**src/rtl/phase_arbiter.sv**
```systemverilog
// Round-robin, demand-driven phase scheduler with yellow/all-red clearance and direct lamp decode.
// Optional emergency preemption is enabled by defining EMERGENCY_PREEMPT_EN.
module phase_arbiter #(
   parameter int unsigned GREEN_MIN = 5,
   parameter int unsigned GREEN_MAX = 20,
   parameter int unsigned GREEN_EXT = 5,
   parameter int unsigned YELLOW_T  = 3,
   parameter int unsigned ALLRED_T  = 1,
   parameter int unsigned PED_T     = 10,
   parameter int unsigned CW        = 5
) (
   input  logic       clk,
   input  logic       rst,
   input  logic       sec_tick,
   input  logic [2:0] main_num,
   input  logic [2:0] left_num,
   input  logic [2:0] sec_num,
   input  logic [2:0] p_num,
   input  logic       m_emergency,
   input  logic       s_emergency,
   output logic [3:0] m_LRYG,
   output logic [2:0] s_RYG,
   output logic       ped,
   output logic [1:0] cur_phase,
   output logic [1:0] state
);

   typedef enum logic [1:0] {
      StGreen  = 2'd0,
      StYellow = 2'd1,
      StAllRed = 2'd2
   } state_e;

   localparam logic [1:0] PhMg = 2'd0;
   localparam logic [1:0] PhMl = 2'd1;
   localparam logic [1:0] PhSg = 2'd2;
   localparam logic [1:0] PhPg = 2'd3;

   localparam logic [CW-1:0] GreenMinC = CW'(GREEN_MIN);
   localparam logic [CW-1:0] GmaxBaseC = CW'(GREEN_MAX);
   localparam logic [CW-1:0] GmaxExtC  = CW'(GREEN_MAX + GREEN_EXT);
   localparam logic [CW-1:0] YellowC   = CW'(YELLOW_T);
   localparam logic [CW-1:0] AllRedC   = CW'(ALLRED_T);
   localparam logic [CW-1:0] PedC      = CW'(PED_T);

   state_e        state_q, state_d;
   logic [1:0]    cur_q, cur_d;
   logic [1:0]    nxt_q, nxt_d;
   logic [CW-1:0] timer_q, timer_d;

   logic [CW-1:0] k;
   logic [CW-1:0] gmax;
   logic [3:0]    demand;
   logic [2:0]    own_cnt;
   logic          own_dem;
   logic          other_dem;
   logic          green_exit;

   // First demanding phase after cur in rotation; lowest offset wins, M_G when none.
   function automatic logic [1:0] pick_next(input logic [1:0] cur, input logic [3:0] dem);
      logic [1:0] cand;
      pick_next = PhMg;
      for (int i = 3; i >= 1; i--) begin
         cand = cur + 2'(i);
         if (dem[cand]) pick_next = cand;
      end
   endfunction

   assign demand    = {p_num != 3'd0, sec_num != 3'd0, left_num != 3'd0, main_num != 3'd0};
   assign own_dem   = demand[cur_q];
   assign other_dem = |(demand & ~(4'b0001 << cur_q));
   assign k         = (timer_q == {CW{1'b1}}) ? timer_q : timer_q + CW'(1);

   always_comb begin
      own_cnt = main_num;
      case (cur_q)
         PhMl:    own_cnt = left_num;
         PhSg:    own_cnt = sec_num;
         PhPg:    own_cnt = p_num;
         default: own_cnt = main_num;
      endcase
   end

   assign gmax = (own_cnt >= 3'd4) ? GmaxExtC : GmaxBaseC;

`ifdef EMERGENCY_PREEMPT_EN
   logic       em_act;
   logic [1:0] em_tgt;
   assign em_act = m_emergency | s_emergency;
   assign em_tgt = m_emergency ? PhMg : PhSg;
`else
   logic unused_emergency;
   assign unused_emergency = m_emergency ^ s_emergency;
`endif

   // State register
   always_ff @(posedge clk) begin
      if (rst) begin
         state_q <= StAllRed;
         cur_q   <= PhMg;
         nxt_q   <= PhMg;
         timer_q <= '0;
      end else begin
         state_q <= state_d;
         cur_q   <= cur_d;
         nxt_q   <= nxt_d;
         timer_q <= timer_d;
      end
   end

   // Next-state logic
   always_comb begin
      state_d    = state_q;
      cur_d      = cur_q;
      nxt_d      = nxt_q;
      timer_d    = sec_tick ? k : timer_q;
      green_exit = 1'b0;
      unique case (state_q)
         StGreen: begin
            if (sec_tick) begin
               if (cur_q == PhPg) begin
                  green_exit = (k >= PedC);
               end else if (other_dem) begin
                  green_exit = ((k >= GreenMinC) && !own_dem) || (k >= gmax);
               end else begin
                  // Only M_G may rest without demand; other greens fall back to M_G.
                  green_exit = (cur_q != PhMg) && (k >= GreenMinC);
               end
            end
            if (green_exit) begin
               state_d = StYellow;
               nxt_d   = pick_next(cur_q, demand);
               timer_d = '0;
            end
         end
         StYellow: begin
            if (sec_tick && (k >= YellowC)) begin
               state_d = StAllRed;
               timer_d = '0;
            end
         end
         StAllRed: begin
            if (sec_tick && (k >= AllRedC)) begin
               state_d = StGreen;
               cur_d   = nxt_q;
               timer_d = '0;
            end
         end
         default: begin
            state_d = StAllRed;
            timer_d = '0;
         end
      endcase
`ifdef EMERGENCY_PREEMPT_EN
      if (em_act) begin
         if (state_q == StGreen) begin
            if (cur_q != em_tgt) begin
               state_d = StYellow;
               nxt_d   = em_tgt;
               timer_d = '0;
            end else begin
               state_d = StGreen;
               nxt_d   = nxt_q;
               timer_d = sec_tick ? k : timer_q;
            end
         end else begin
            nxt_d = em_tgt;
            if ((state_q == StAllRed) && (state_d == StGreen)) cur_d = em_tgt;
         end
      end
`endif
   end

   // Lamp decode from registered state only
   always_comb begin
      m_LRYG = 4'b0100;
      s_RYG  = 3'b100;
      ped    = 1'b0;
      unique case (state_q)
         StGreen: begin
            case (cur_q)
               PhMg:    m_LRYG = 4'b0001;
               PhMl:    m_LRYG = 4'b1100;
               PhSg:    s_RYG  = 3'b001;
               default: ped    = 1'b1;
            endcase
         end
         StYellow: begin
            if ((cur_q == PhMg) || (cur_q == PhMl)) m_LRYG = 4'b0010;
            else if (cur_q == PhSg) s_RYG = 3'b010;
         end
         default: ;
      endcase
   end

   assign cur_phase = cur_q;
   assign state     = state_q;

endmodule

```
**config.mk**
```make
export PLATFORM = sky130hd
export DESIGN_NAME = phase_arbiter
export DESIGN_NICKNAME = d
export VERILOG_FILES = /design/src/rtl/phase_arbiter.sv
export SDC_FILE = /design/constraint.sdc
export NUM_CORES = 1
export LEC_CHECK = 0
export ABC_CLOCK_PERIOD_IN_PS = 8000
export BUFFER_PORTS_ARGS = -buffer_cell sky130_fd_sc_hd__clkbuf_2
export CORE_MARGIN = 4
export CORE_UTILIZATION = 25
export DETAILED_ROUTE_END_ITERATION = 7
export SLEW_MARGIN = 0
export SYNTH_ARGS = -nofsm -noshare
export SYNTH_HDL_FRONTEND = slang
export SYNTH_SLANG_ARGS = --single-unit
export TNS_END_PERCENT = 100
```
**constraint.sdc**
```tcl
create_clock -name clk -period 8 [get_ports clk]
set_clock_uncertainty 0.05 [all_clocks]
set_input_delay 0.4 -clock clk [delete_from_list [all_inputs] [get_ports clk]]
set_output_delay 0.4 -clock clk [all_outputs]
set_load 0.05 [all_outputs]
```
==> run_results.csv <==
group,metric,value,unit
timing,maxSlewHeadroom,0.638,
timing,rsz0062_at_grt,"no",
timing,maxClockFrequency,309,MHz
clock_network,cts_tree,"built",
place,port_buffers,26,
final_layout,drive_gt1_frac,0.257,
routing,drc,0,
global_route,grt_overflow,0,
place,dp.cells,215,
yosys,synth-xor-area-share,0.0156,
setup_path,cp_max_fo,12,
timing,fin_crit,3.23,ns
setup_path,start_kind,"flop",
timing,holdWs,0.431,ns
clock_network,path_clk_slew,0.05,ns
routing,via_per_inst,4.97,
place,place_area,1300,µm²
timing,tns,0,ns
final_layout,final_area,1340,µm²
global_route,grt_antenna_before_repair,0,
timing,timing.final.crit_share,0.404,
global_route,grt_pass1_wl,4970,µm
pwr,fin_total_pwr,0.161,mW
setup_path,crit_slowest_cell,"dfxtp_1",
timing,setup_slack,4.77,ns
yosys,synth_commonest_cells,"nor2_1, a21oi_1, nand2_1",
yosys,synth_edf_count,0,
floorplan,io_pins,29,
clock_network,h-tree-depth,1,
routing,routedWlPerCell,13.2,µm
routing,num_vias,1088,
yosys,synth_fp_nets,168,
setup_path,crit_family,"simple AND/OR/NAND/NOR gates",
setup_path,cpMostUsedCell,"ha_1",
timing,hold_viol,0,
final_layout,area_delta_synth_final,19.4,%
yosys,synth.avg_cell_area,7.92,µm²
final_layout,fin_util,0.308,
clock_network,root_buffer,"clkbuf_8",
routing,wl,2900,µm
pwr,ir_drop,74.5,µV
yosys,synth_seq_cells,11,
yosys,yosysMostFrequentCell,"nor2_1",
floorplan,start_util,0.258,
flow_run,max-cap-violations,0,
setup_path,crit_required,8.10,ns
yosys,synthCells,142,
yosys,syn_area,1120,µm²
clock_network,worstSkewPairLatency,0.24,ns
min_path,holdCritStartpoint,"nxt_q[1]",
clock_network,cts.sinks,11,
floorplan,dieArea,5640,µm²
setup_path,path_cells,"inv_2 -> ha_1 -> a22oi_1 -> nand2_1 -> mux2_2 -> ha_1 -> or4b_1 -> o31ai_2 -> o31a_2 -> a311oi_4 -> nor4_2",
timing,worstMarginPinSlew,0.540,ns
yosys,synth_adder_area_share,0.100,
yosys,yosysWarnings,0,
yosys,synthFlopType,"dfxtp_1",
global_route,grt_max_degree,16,
setup_path,r2r_setup_slack,4.77,ns
timing,slew_viol_final,0,
yosys,muxShareOfSynthArea,0.0879,
final_layout,multiInputGateArea,848,µm²
clock_network,cts_made_buffers,3,
run_status,status,"completed",
setup_path,startpoint,"cur_phase[1]",
global_route,grt.total_usage,0.112,
setup_path,endpoint,"timer_q[1]",
final_layout,diodes,0,
clock_network,cts_buffer_depth,2,
min_path,hold_path_class,"reg2reg",
setup_path,path_depth,11,
yosys,ys_seq_area_frac,0.196,
place,gp_congestion,0.864,
floorplan,coreArea,4350,µm²
routing,drtAntennaViolNets,0,
clock_network,ctsResizeCount,0,
floorplan,die_x,75.1,µm
pwr,power_density,120,nW/µm²
final_layout,final_cells,219,
global_route,grt_pass1_vias,1112,
setup_path,end_kind,"flop",
setup_path,r2r_cells,11,
floorplan,row_count,24,
yosys,ys_async_sr_fraction,0,
setup_path,worst-path-buf-inv,1,
routing,dr.pass1.iters,4,
yosys,synthSimpleGateAreaFrac,0.271,
final_layout,register_area,220,µm²
setup_path,critPathKind,"reg2reg",
timing,setup_viol,0,
place,place_ws,4.77,ns
floorplan,die_h,75.1,µm
place,place_hpwl,2280,µm
routing,drt_iter0_drc,36,
setup_path,regToRegEndpoint,"timer_q[1]",
yosys,synth_area_leaders,"dfxtp_1, ha_1, a21oi_1",
yosys,yosys.area.top_type,"dfxtp_1",
yosys,ys_types,46,
final_layout,fillCellCount,482,
setup_path,critical-path-max-stage-delay,0.57,ns
clock_network,holdBufCountCts,0,
setup_path,arrival,3.33,ns
yosys,synth_top_family_by_area,"compound AO/OA/AOI/OAI gates",
clock_network,cts_setup_buffers,0,
pwr,leakage,0.565,nW
setup_path,r2r-start,"cur_phase[1]",
yosys,synth_top_cell_area_share,0.196,
yosys,synth_compound_area_frac,0.279,
final_layout,layout.nets,194,
## tightest hold or removal path: stages, from the launching register on
cell	delay, ns
dfxtp_1	0.31
nand2b_1	0.06
mux2i_1	0.06
## worst min path at each step
stage	end	slack (ns)	cells past startpoint
finish	nxt_q[1]	0.43	2
global route	nxt_q[0]	0.47	2
CTS	nxt_q[1]	0.43	2
detailed placement	nxt_q[0]	0.42	2
global placement	nxt_q[0]	0.41	2
floorplan	nxt_q[0]	0.40	2
## layout make-up
type,instances,area share
Timing Repair Buffer,26,0.0969
Multi-Input combinational cell,117,0.632
Tap cell,52,0.0485
Clock buffer,4,0.0336
Inverter,9,0.0252
Sequential cell,11,0.164
## per-layer routing
layer / vias to the layer above / global-route usage / wire, µm
met5: - / 0 / 0
met4: 0 / 0.0119 / 4
met3: 2 / 0.0320 / 79
met2: 14 / 0.200 / 1470
met1: 498 / 0.136 / 1350
li1: 574 / - / -
## kinds of logic (layout without fill, tap and decap cells)
| logic type | after synthesis | count (layout) |
|---|---|---|
| adder cells (fa/ha/maj) | 9 | 9 |
| buffers and inverters | 14 | 39 |
| multiplexers | 8 | 8 |
| flip-flops | 11 | 11 |
| XOR/XNOR | 2 | 2 |
| AND/OR/NAND/NOR | 55 | 55 |
| AO/OA/AOI/OAI | 43 | 43 |
## registers in the layout (all words and copies together), names as in the netlist
name,count
nxt_q,2
timer_q,5
cur_phase,2
state,2
## report_power, final
group	internal (mW)	leakage [nW]	switching, mW
combinational	0.0169	0.453	0.0266
clock	0.0351	0.0228	0.0219
sequential	0.0568	0.0895	0.00369
total	0.109	0.565	0.0523
## cells in the final DEF, fill, tap and decap left out, drive strengths merged, types with 2 or more instances in the layout
| master | synthesis | routed |
|---|---|---|
| a21o | 3 | 3 |
| nor4 | 2 | 2 |
| o22ai | 4 | 4 |
| dfxtp | 11 | 11 |
| mux2 | 2 | 2 |
| and2 | 6 | 6 |
| o31ai | 2 | 2 |
| o21ai | 5 | 5 |
| a32oi | 2 | 2 |
| mux2i | 5 | 5 |
| nand4 | 2 | 2 |
| xnor2 | 2 | 2 |
| inv | 9 | 9 |
| a21oi | 12 | 12 |
| nand2b | 3 | 3 |
| o211ai | 3 | 3 |
| a31oi | 2 | 2 |
| nor2 | 15 | 15 |
| nand2 | 12 | 12 |
| ha | 9 | 9 |
| clkbuf | 4 | 30 |
| nor3 | 8 | 8 |
Power figures use the tool's default switching activity.
